**src/rtl/rv32i_exec_unit_pkg.sv**
```systemverilog
// ============================================================================
// Module : rv32i_exec_unit_pkg
// Brief  : Shared opcodes, ALU op encodings and decoded-control type for the
//          RV32I ID/EX datapath core.
// Rev    : 1.0 - initial release
// ============================================================================
`default_nettype none

package rv32i_exec_unit_pkg;

    localparam logic [6:0] c_opc_op     = 7'b0110011;
    localparam logic [6:0] c_opc_op_imm = 7'b0010011;
    localparam logic [6:0] c_opc_load   = 7'b0000011;
    localparam logic [6:0] c_opc_store  = 7'b0100011;
    localparam logic [6:0] c_opc_branch = 7'b1100011;
    localparam logic [6:0] c_opc_jal    = 7'b1101111;

    localparam logic [6:0] c_f7_base    = 7'b0000000;
    localparam logic [6:0] c_f7_alt     = 7'b0100000;

    localparam logic [31:0] c_nop   = 32'h0000_0013;
    localparam logic [31:0] c_true  = 32'd1;
    localparam logic [31:0] c_false = 32'd0;

    typedef enum logic [3:0] {
        ALU_NONE = 4'd0,
        ALU_ADD  = 4'd1,
        ALU_SUB  = 4'd2,
        ALU_AND  = 4'd3,
        ALU_OR   = 4'd4,
        ALU_XOR  = 4'd5,
        ALU_SLL  = 4'd6,
        ALU_SRL  = 4'd7,
        ALU_SRA  = 4'd8,
        ALU_SLT  = 4'd9,
        ALU_SLTU = 4'd10,
        ALU_EQ   = 4'd11,
        ALU_NE   = 4'd12,
        ALU_GE   = 4'd13,
        ALU_GEU  = 4'd14,
        ALU_TRUE = 4'd15
    } alu_op_e;

    typedef struct packed {
        logic        jal;
        logic        branch;
        logic        mem_read;
        logic        mem_write;
        logic        alu_src;
        logic        reg_write;
        alu_op_e     alu_op;
        logic [31:0] imm;
    } ctrl_t;

    localparam ctrl_t c_bubble = '{
        jal: 1'b0, branch: 1'b0, mem_read: 1'b0, mem_write: 1'b0,
        alu_src: 1'b0, reg_write: 1'b0, alu_op: ALU_NONE, imm: 32'd0
    };

    // Register-register op for funct3 with the base funct7; also the OP-IMM table.
    function automatic alu_op_e alu_from_f3(input logic [2:0] f3);
        alu_op_e op;
        case (f3)
            3'b000:  op = ALU_ADD;
            3'b001:  op = ALU_SLL;
            3'b010:  op = ALU_SLT;
            3'b011:  op = ALU_SLTU;
            3'b100:  op = ALU_XOR;
            3'b101:  op = ALU_SRL;
            3'b110:  op = ALU_OR;
            default: op = ALU_AND;
        endcase
        return op;
    endfunction

endpackage

`default_nettype wire

```
**src/rtl/rv32i_exec_unit_if.sv**
```systemverilog
// ============================================================================
// Module : rv32i_exec_unit_if
// Brief  : Decode, EX-operand and writeback-forwarding signals of the
//          RV32I ID/EX datapath core, grouped with master/slave views.
// Rev    : 1.0 - initial release
// ============================================================================
`default_nettype none

interface rv32i_exec_unit_if;

    logic [31:0] instr_raw;
    logic        jal;
    logic        branch;
    logic        mem_read;
    logic        mem_write;
    logic        alu_src;
    logic        reg_write;
    logic [3:0]  alu_op;
    logic [31:0] imm;

    logic [3:0]  ex_alu_op;
    logic        ex_alu_src;
    logic [31:0] ex_imm;
    logic [4:0]  ex_rs1_addr;
    logic [4:0]  ex_rs2_addr;
    logic [31:0] ex_rs1_val;
    logic [31:0] ex_rs2_val;

    logic        mem_reg_write;
    logic [4:0]  mem_rd_addr;
    logic [31:0] mem_rd_val;
    logic [4:0]  wb_rd_addr;
    logic [31:0] wb_rd_val;

    logic [31:0] rs1;
    logic [31:0] rs2;
    logic [31:0] result;

    modport master (
        output instr_raw,
        input  jal, branch, mem_read, mem_write, alu_src, reg_write, alu_op, imm,
        output ex_alu_op, ex_alu_src, ex_imm,
        output ex_rs1_addr, ex_rs2_addr, ex_rs1_val, ex_rs2_val,
        output mem_reg_write, mem_rd_addr, mem_rd_val, wb_rd_addr, wb_rd_val,
        input  rs1, rs2, result
    );

    modport slave (
        input  instr_raw,
        output jal, branch, mem_read, mem_write, alu_src, reg_write, alu_op, imm,
        input  ex_alu_op, ex_alu_src, ex_imm,
        input  ex_rs1_addr, ex_rs2_addr, ex_rs1_val, ex_rs2_val,
        input  mem_reg_write, mem_rd_addr, mem_rd_val, wb_rd_addr, wb_rd_val,
        output rs1, rs2, result
    );

endinterface

`default_nettype wire

```
**src/rtl/rv32i_exec_unit_alu.sv**
```systemverilog
// ============================================================================
// Module : rv32i_alu
// Brief  : Combinational RV32I ALU; compares return 0/1, shifts use src2[4:0].
// Rev    : 1.0 - initial release
// ============================================================================
`default_nettype none

module rv32i_alu
    import rv32i_exec_unit_pkg::*;
(
    input  logic [3:0]  i_op,
    input  logic [31:0] i_src1,
    input  logic [31:0] i_src2,
    output logic [31:0] o_result
);

    logic [4:0] w_shamt;
    assign w_shamt = i_src2[4:0];

    always_comb begin
        o_result = c_false;
        case (i_op)
            ALU_ADD:  o_result = i_src1 + i_src2;
            ALU_SUB:  o_result = i_src1 - i_src2;
            ALU_AND:  o_result = i_src1 & i_src2;
            ALU_OR:   o_result = i_src1 | i_src2;
            ALU_XOR:  o_result = i_src1 ^ i_src2;
            ALU_SLL:  o_result = i_src1 << w_shamt;
            ALU_SRL:  o_result = i_src1 >> w_shamt;
            ALU_SRA:  o_result = $unsigned($signed(i_src1) >>> w_shamt);
            ALU_SLT:  o_result = ($signed(i_src1) <  $signed(i_src2)) ? c_true : c_false;
            ALU_SLTU: o_result = (i_src1 <  i_src2) ? c_true : c_false;
            ALU_EQ:   o_result = (i_src1 == i_src2) ? c_true : c_false;
            ALU_NE:   o_result = (i_src1 != i_src2) ? c_true : c_false;
            ALU_GE:   o_result = ($signed(i_src1) >= $signed(i_src2)) ? c_true : c_false;
            ALU_GEU:  o_result = (i_src1 >= i_src2) ? c_true : c_false;
            ALU_TRUE: o_result = c_true;
            default:  o_result = c_false;
        endcase
    end

endmodule

`default_nettype wire

```
**src/rtl/rv32i_exec_unit.sv**
```systemverilog
// ============================================================================
// Module : rv32i_exec_unit
// Brief  : Combinational ID/EX core: instruction decode, MEM/WB operand
//          forwarding (enabled by `RV32I_FWD_EN`) and the ALU.
// Rev    : 1.0 - initial release
// ============================================================================
`default_nettype none

module rv32i_exec_unit
    import rv32i_exec_unit_pkg::*;
(
    input  logic              clock,
    input  logic              reset,
    rv32i_exec_unit_if.slave  bus
);

    logic [6:0]  w_opcode;
    logic [2:0]  w_f3;
    logic [6:0]  w_f7;
    logic [31:0] w_imm_i;
    logic [31:0] w_imm_s;
    logic [31:0] w_imm_b;
    logic [31:0] w_imm_j;
    ctrl_t       w_ctrl;
    alu_op_e     w_op;

    assign w_opcode = bus.instr_raw[6:0];
    assign w_f3     = bus.instr_raw[14:12];
    assign w_f7     = bus.instr_raw[31:25];

    assign w_imm_i = {{20{bus.instr_raw[31]}}, bus.instr_raw[31:20]};
    assign w_imm_s = {{20{bus.instr_raw[31]}}, bus.instr_raw[31:25], bus.instr_raw[11:7]};
    assign w_imm_b = {{19{bus.instr_raw[31]}}, bus.instr_raw[31], bus.instr_raw[7],
                      bus.instr_raw[30:25], bus.instr_raw[11:8], 1'b0};
    assign w_imm_j = {{11{bus.instr_raw[31]}}, bus.instr_raw[31], bus.instr_raw[19:12],
                      bus.instr_raw[20], bus.instr_raw[30:21], 1'b0};

    // Anything not explicitly recognised stays a bubble; reset forces a bubble too.
    always_comb begin
        w_ctrl = c_bubble;
        w_op   = ALU_NONE;
        if (!reset) begin
            case (w_opcode)
                c_opc_op: begin
                    if (w_f7 == c_f7_base)
                        w_op = alu_from_f3(w_f3);
                    else if (w_f7 == c_f7_alt && w_f3 == 3'b000)
                        w_op = ALU_SUB;
                    else if (w_f7 == c_f7_alt && w_f3 == 3'b101)
                        w_op = ALU_SRA;
                    if (w_op != ALU_NONE) begin
                        w_ctrl.reg_write = 1'b1;
                        w_ctrl.alu_op    = w_op;
                    end
                end
                c_opc_op_imm: begin
                    if (w_f3 == 3'b001)
                        w_op = (w_f7 == c_f7_base) ? ALU_SLL : ALU_NONE;
                    else if (w_f3 == 3'b101)
                        w_op = (w_f7 == c_f7_base) ? ALU_SRL :
                               (w_f7 == c_f7_alt)  ? ALU_SRA : ALU_NONE;
                    else
                        w_op = alu_from_f3(w_f3);
                    if (w_op != ALU_NONE) begin
                        w_ctrl.alu_src   = 1'b1;
                        w_ctrl.reg_write = 1'b1;
                        w_ctrl.alu_op    = w_op;
                        w_ctrl.imm       = w_imm_i;
                    end
                end
                c_opc_load: begin
                    if (w_f3 == 3'b010) begin
                        w_ctrl.mem_read  = 1'b1;
                        w_ctrl.alu_src   = 1'b1;
                        w_ctrl.reg_write = 1'b1;
                        w_ctrl.alu_op    = ALU_ADD;
                        w_ctrl.imm       = w_imm_i;
                    end
                end
                c_opc_store: begin
                    if (w_f3 == 3'b010) begin
                        w_ctrl.mem_write = 1'b1;
                        w_ctrl.alu_src   = 1'b1;
                        w_ctrl.alu_op    = ALU_ADD;
                        w_ctrl.imm       = w_imm_s;
                    end
                end
                c_opc_branch: begin
                    case (w_f3)
                        3'b000:  w_op = ALU_EQ;
                        3'b001:  w_op = ALU_NE;
                        3'b100:  w_op = ALU_SLT;
                        3'b101:  w_op = ALU_GE;
                        3'b110:  w_op = ALU_SLTU;
                        3'b111:  w_op = ALU_GEU;
                        default: w_op = ALU_NONE;
                    endcase
                    if (w_op != ALU_NONE) begin
                        w_ctrl.branch = 1'b1;
                        w_ctrl.alu_op = w_op;
                        w_ctrl.imm    = w_imm_b;
                    end
                end
                c_opc_jal: begin
                    w_ctrl.jal       = 1'b1;
                    w_ctrl.branch    = 1'b1;
                    w_ctrl.reg_write = 1'b1;
                    w_ctrl.alu_src   = 1'b1;
                    w_ctrl.alu_op    = ALU_TRUE;
                    w_ctrl.imm       = w_imm_j;
                end
                default: w_ctrl = c_bubble;
            endcase
        end
    end

    assign bus.jal       = w_ctrl.jal;
    assign bus.branch    = w_ctrl.branch;
    assign bus.mem_read  = w_ctrl.mem_read;
    assign bus.mem_write = w_ctrl.mem_write;
    assign bus.alu_src   = w_ctrl.alu_src;
    assign bus.reg_write = w_ctrl.reg_write;
    assign bus.alu_op    = w_ctrl.alu_op;
    assign bus.imm       = w_ctrl.imm;

    logic [31:0] w_rs1;
    logic [31:0] w_rs2;
    logic        w_unused_clock;

    // No state here: the clock is carried only for the pipeline's reset convention.
    assign w_unused_clock = clock;

`ifdef RV32I_FWD_EN
    // MEM beats WB; x0 is never a forwarding target.
    always_comb begin
        w_rs1 = bus.ex_rs1_val;
        if (bus.mem_reg_write && bus.mem_rd_addr != 5'd0 && bus.mem_rd_addr == bus.ex_rs1_addr)
            w_rs1 = bus.mem_rd_val;
        else if (bus.wb_rd_addr != 5'd0 && bus.wb_rd_addr == bus.ex_rs1_addr)
            w_rs1 = bus.wb_rd_val;

        w_rs2 = bus.ex_rs2_val;
        if (bus.mem_reg_write && bus.mem_rd_addr != 5'd0 && bus.mem_rd_addr == bus.ex_rs2_addr)
            w_rs2 = bus.mem_rd_val;
        else if (bus.wb_rd_addr != 5'd0 && bus.wb_rd_addr == bus.ex_rs2_addr)
            w_rs2 = bus.wb_rd_val;
    end
`else
    logic w_unused_fwd;

    assign w_rs1 = bus.ex_rs1_val;
    assign w_rs2 = bus.ex_rs2_val;
    assign w_unused_fwd = ^{bus.ex_rs1_addr, bus.ex_rs2_addr, bus.mem_reg_write,
                            bus.mem_rd_addr, bus.mem_rd_val, bus.wb_rd_addr, bus.wb_rd_val};
`endif

    assign bus.rs1 = w_rs1;
    assign bus.rs2 = w_rs2;

    logic [31:0] w_src2;
    assign w_src2 = bus.ex_alu_src ? bus.ex_imm : w_rs2;

    rv32i_alu u_alu (
        .i_op     (bus.ex_alu_op),
        .i_src1   (w_rs1),
        .i_src2   (w_src2),
        .o_result (bus.result)
    );

endmodule

`default_nettype wire

```
**src/flat_wrapper.sv**
```systemverilog
// flat-port wrapper written by rule: the top's interface ports become plain ports
module rv32i_exec_unit_flat import rv32i_exec_unit_pkg::*;
  (clock, reset, bus_instr_raw, bus_jal, bus_branch, bus_mem_read, bus_mem_write, bus_alu_src, bus_reg_write, bus_alu_op, bus_imm, bus_ex_alu_op, bus_ex_alu_src, bus_ex_imm, bus_ex_rs1_addr, bus_ex_rs2_addr, bus_ex_rs1_val, bus_ex_rs2_val, bus_mem_reg_write, bus_mem_rd_addr, bus_mem_rd_val, bus_wb_rd_addr, bus_wb_rd_val, bus_rs1, bus_rs2, bus_result);
  rv32i_exec_unit_if bus_i ();
  input  logic clock;
  input  logic reset;
  input wire logic [$bits(bus_i.instr_raw)-1:0] bus_instr_raw;
  output wire logic [$bits(bus_i.jal)-1:0] bus_jal;
  output wire logic [$bits(bus_i.branch)-1:0] bus_branch;
  output wire logic [$bits(bus_i.mem_read)-1:0] bus_mem_read;
  output wire logic [$bits(bus_i.mem_write)-1:0] bus_mem_write;
  output wire logic [$bits(bus_i.alu_src)-1:0] bus_alu_src;
  output wire logic [$bits(bus_i.reg_write)-1:0] bus_reg_write;
  output wire logic [$bits(bus_i.alu_op)-1:0] bus_alu_op;
  output wire logic [$bits(bus_i.imm)-1:0] bus_imm;
  input wire logic [$bits(bus_i.ex_alu_op)-1:0] bus_ex_alu_op;
  input wire logic [$bits(bus_i.ex_alu_src)-1:0] bus_ex_alu_src;
  input wire logic [$bits(bus_i.ex_imm)-1:0] bus_ex_imm;
  input wire logic [$bits(bus_i.ex_rs1_addr)-1:0] bus_ex_rs1_addr;
  input wire logic [$bits(bus_i.ex_rs2_addr)-1:0] bus_ex_rs2_addr;
  input wire logic [$bits(bus_i.ex_rs1_val)-1:0] bus_ex_rs1_val;
  input wire logic [$bits(bus_i.ex_rs2_val)-1:0] bus_ex_rs2_val;
  input wire logic [$bits(bus_i.mem_reg_write)-1:0] bus_mem_reg_write;
  input wire logic [$bits(bus_i.mem_rd_addr)-1:0] bus_mem_rd_addr;
  input wire logic [$bits(bus_i.mem_rd_val)-1:0] bus_mem_rd_val;
  input wire logic [$bits(bus_i.wb_rd_addr)-1:0] bus_wb_rd_addr;
  input wire logic [$bits(bus_i.wb_rd_val)-1:0] bus_wb_rd_val;
  output wire logic [$bits(bus_i.rs1)-1:0] bus_rs1;
  output wire logic [$bits(bus_i.rs2)-1:0] bus_rs2;
  output wire logic [$bits(bus_i.result)-1:0] bus_result;
  assign bus_i.instr_raw = bus_instr_raw;
  assign bus_jal = bus_i.jal;
  assign bus_branch = bus_i.branch;
  assign bus_mem_read = bus_i.mem_read;
  assign bus_mem_write = bus_i.mem_write;
  assign bus_alu_src = bus_i.alu_src;
  assign bus_reg_write = bus_i.reg_write;
  assign bus_alu_op = bus_i.alu_op;
  assign bus_imm = bus_i.imm;
  assign bus_i.ex_alu_op = bus_ex_alu_op;
  assign bus_i.ex_alu_src = bus_ex_alu_src;
  assign bus_i.ex_imm = bus_ex_imm;
  assign bus_i.ex_rs1_addr = bus_ex_rs1_addr;
  assign bus_i.ex_rs2_addr = bus_ex_rs2_addr;
  assign bus_i.ex_rs1_val = bus_ex_rs1_val;
  assign bus_i.ex_rs2_val = bus_ex_rs2_val;
  assign bus_i.mem_reg_write = bus_mem_reg_write;
  assign bus_i.mem_rd_addr = bus_mem_rd_addr;
  assign bus_i.mem_rd_val = bus_mem_rd_val;
  assign bus_i.wb_rd_addr = bus_wb_rd_addr;
  assign bus_i.wb_rd_val = bus_wb_rd_val;
  assign bus_rs1 = bus_i.rs1;
  assign bus_rs2 = bus_i.rs2;
  assign bus_result = bus_i.result;
  rv32i_exec_unit u_core (.clock(clock), .reset(reset), .bus(bus_i));
endmodule
```
**config.mk**
```make
export PLATFORM = sky130hd
export DESIGN_NAME = rv32i_exec_unit_flat
export DESIGN_NICKNAME = d
export VERILOG_FILES = /design/src/rtl/rv32i_exec_unit_pkg.sv /design/src/rtl/rv32i_exec_unit_if.sv /design/src/rtl/rv32i_exec_unit_alu.sv /design/src/rtl/rv32i_exec_unit.sv /design/src/flat_wrapper.sv
export SDC_FILE = /design/constraint.sdc
export NUM_CORES = 1
export LEC_CHECK = 0
export BUFFER_PORTS_ARGS = -buffer_cell sky130_fd_sc_hd__buf_2
export CAP_MARGIN = 20
export CELL_PAD_IN_SITES_DETAIL_PLACEMENT = 0
export CELL_PAD_IN_SITES_GLOBAL_PLACEMENT = 1
export CORE_UTILIZATION = 36
export DETAILED_ROUTE_END_ITERATION = 16
export PLACE_DENSITY = 0.95
export SYNTH_ARGS = -nofsm -noshare
export SYNTH_HDL_FRONTEND = slang
export SYNTH_SLANG_ARGS = --single-unit
```
**constraint.sdc**
```tcl
create_clock -name vclk -period 13
set_clock_uncertainty 0.05 [all_clocks]
set_input_delay 3.9 -clock vclk [all_inputs]
set_output_delay 3.9 -clock vclk [all_outputs]
set_load 0.01 [all_outputs]
```
==> impl_metrics.toml <==
[power]
p_int_mw = 0.199
share_comb_of_total_power_pct = 100.0
p_sw_mw = 0.388
ir_worst_vdd_v = 0.0000257
leakagePower_nw = 5.24
seqPwrFrac_pct = 0
swShare_pct = 66.1
p_per_area_nw_per_um2 = 51.0
p_clk_share_pct = 0

[final_layout]
regArea_um2 = 0
area_growth_pct = 8.42
antenna_cells = 0
final_nets = 2105
final_area_um2 = 11500
mostFrequentLayoutCells = "buf_2, nor2_1, nand2_1, a21oi_1, o21ai_0"
final_common_cell = "buf_2"
seq_cell_count = 0
drive_above_1_share_pct = 19.8
fin_cells = 2166
clkbuf_count = 0

[sta]
timing.slew.headroom_pct = 27.9
finalSetupViolations = 0
maxSlewViolCount = 0
finalWorstSetupSlack_ns = 0.673
min_period_ns = 12.33
rsz0062_at_grt = "false"
period_share_pct = 94.8
final.setup.tns_ns = 0
worst_pin_slew_ns = 1.08
max_freq_mhz = 81.1
final-hold-violation-count = 0

[worst_setup_path]
max_stage_delay_ns = 0.66
start_kind = "input port"
path_cells = "buf_2 -> buf_12 -> mux2i_1 -> ha_1 -> nor4_1 -> inv_1 -> a31oi_1 -> o21ai_1 -> o31ai_2 -> nand2_1 -> a31oi_2 -> o221ai_1 -> a211o_1 -> buf_2"
crit_top_cell = "buf_2"
slowest_stage = "nor4_1"
critPathKind = "input port to output pin"
cp_num_buf_inv = 4
crit_path_end_kind = "output pin"
critPathRequiredTime_ns = 9.05
critical_path.top_delay_family = "compound AO/OA/AOI/OAI gates"
crit_fanout = 23
worstPathArrival_ns = 8.38

[placed_design]
dp_cells = 2166
placed_area_um2 = 11500
dpl_worst_slack_ns = 0.845
place.gp.congestion = 1.03
port_buffers = 272
hpwl_um = 38200

[drt]
drt-total-wl_um = 49600
drc = 0
wl_per_cell_um = 22.9
viasPerCell = 6.49
drtIter0Drc = 1901
ant_nets = 0
vias = 14100
drt_pass1_iterations = 6

[grt]
grt.overflow.total = 0
antenna_found_initial = 1
grt_pass1_vias = 12600
met3_usage_pct = 4.40
top_usage_layer = "met2"
grt_usage_pct = 30.8
grt_max_degree = 77
grt_pass1_wl_um = 74100
met2_usage_pct = 50.7
grtUsageMet1_pct = 41.2

[yosys]
synth_cells = 1691
yosys_warnings = 0
synth.avg_cell_area_um2 = 6.29
netlist_area_um2 = 10600
yosysUniqueCellTypes = 84
ys_seq_area_share_pct = 0
syn_nets = 2012

[floorplanning]
die_h_um = 174
coreArea_um2 = 28900
start_util_pct = 36.9
die_area_um2 = 30200
die_width_um = 174
io-pin-count = 358
rows = 62

[hold_path]
holdPathStages = 2
hold_end = "bus_rs2[17]"
hold_path_startpoint = "bus_ex_rs2_val[17]"
min_path_type = "input port to output pin"

[run_status]
outcome = "finished, final reports clean"

[job]
cap_violations = 0

[clocking]
cts_resized = 0
post-cts-setup-buffers = 0
cts_hold_buf = 0
## metal layers
| layer | part of all wire [%] | wire length (um) |
|---|---|---|
| met5 | 0.022 | 11 |
| met4 | 3.7 | 1810 |
| met3 | 12 | 5840 |
| met2 | 45 | 22200 |
| met1 | 40 | 19800 |
## kinds of logic after synthesis
group,after synthesis,share of synthesized area [%]
fa+ha+maj,101,12.0
xor+xnor,6,0.494
compound gates,615,38.5
simple gates,575,23.9
buf+inv,300,14.4
mux,94,10.6
## power by group through the flow
stage                     registers [mW]  logic [mW]  clock network, mW
after global placement                 0       0.561                  0
after detailed placement               0       0.566                  0
after CTS                              0       0.569                  0
after floorplan                        0       0.396                  0
final                                  0       0.588                  0
after global routing                   0       0.629                  0
## worst max path at each step
stage / from / end / slack (ns) / cells after the start
6_report: bus_ex_alu_src / bus_result[25] / 0.67 / 14
5_1_grt: bus_ex_alu_src / bus_result[31] / 0.55 / 15
4_1_cts: bus_ex_alu_src / bus_result[25] / 0.82 / 14
3_5_place_dp: bus_ex_alu_src / bus_result[31] / 0.85 / 15
3_3_place_gp: bus_ex_alu_src / bus_result[31] / 0.87 / 15
2_1_floorplan: bus_ex_alu_src / bus_result[30] / 1.29 / 20
## stage by stage
step           hold slack [ns]  util, %  total power [mW]
4_1_cts                   7.95     40.0             0.569
3_5_place_dp              7.95     40.0             0.566
6_report                  7.95     40.0             0.588
5_1_grt                   7.95     40.0             0.629
3_3_place_gp              7.95     40.0             0.561
2_1_floorplan             7.80        -             0.396
## final cells by class
class,count,area [um^2]
Timing Repair Buffer,293,1530
Tap cell,384,480
Inverter,98,370
Fill cell,3194,17300
Multi-Input combinational cell,1391,9150
## synth_stat cells, types with 35 or more instances
library cell	instances	share of area, %
inv_1	93	3.3
mux2i_1	74	7.0
o211ai_1	39	2.8
clkbuf_1	66	2.3
buf_4	82	5.8
buf_2	38	1.8
nand2_1	185	6.5
a21oi_1	161	7.6
nor2_1	208	7.3
a211oi_1	35	2.5
nor3_1	42	2.0
ha_1	99	12
o21ai_0	119	5.6
Power figures use the tool's default switching activity.
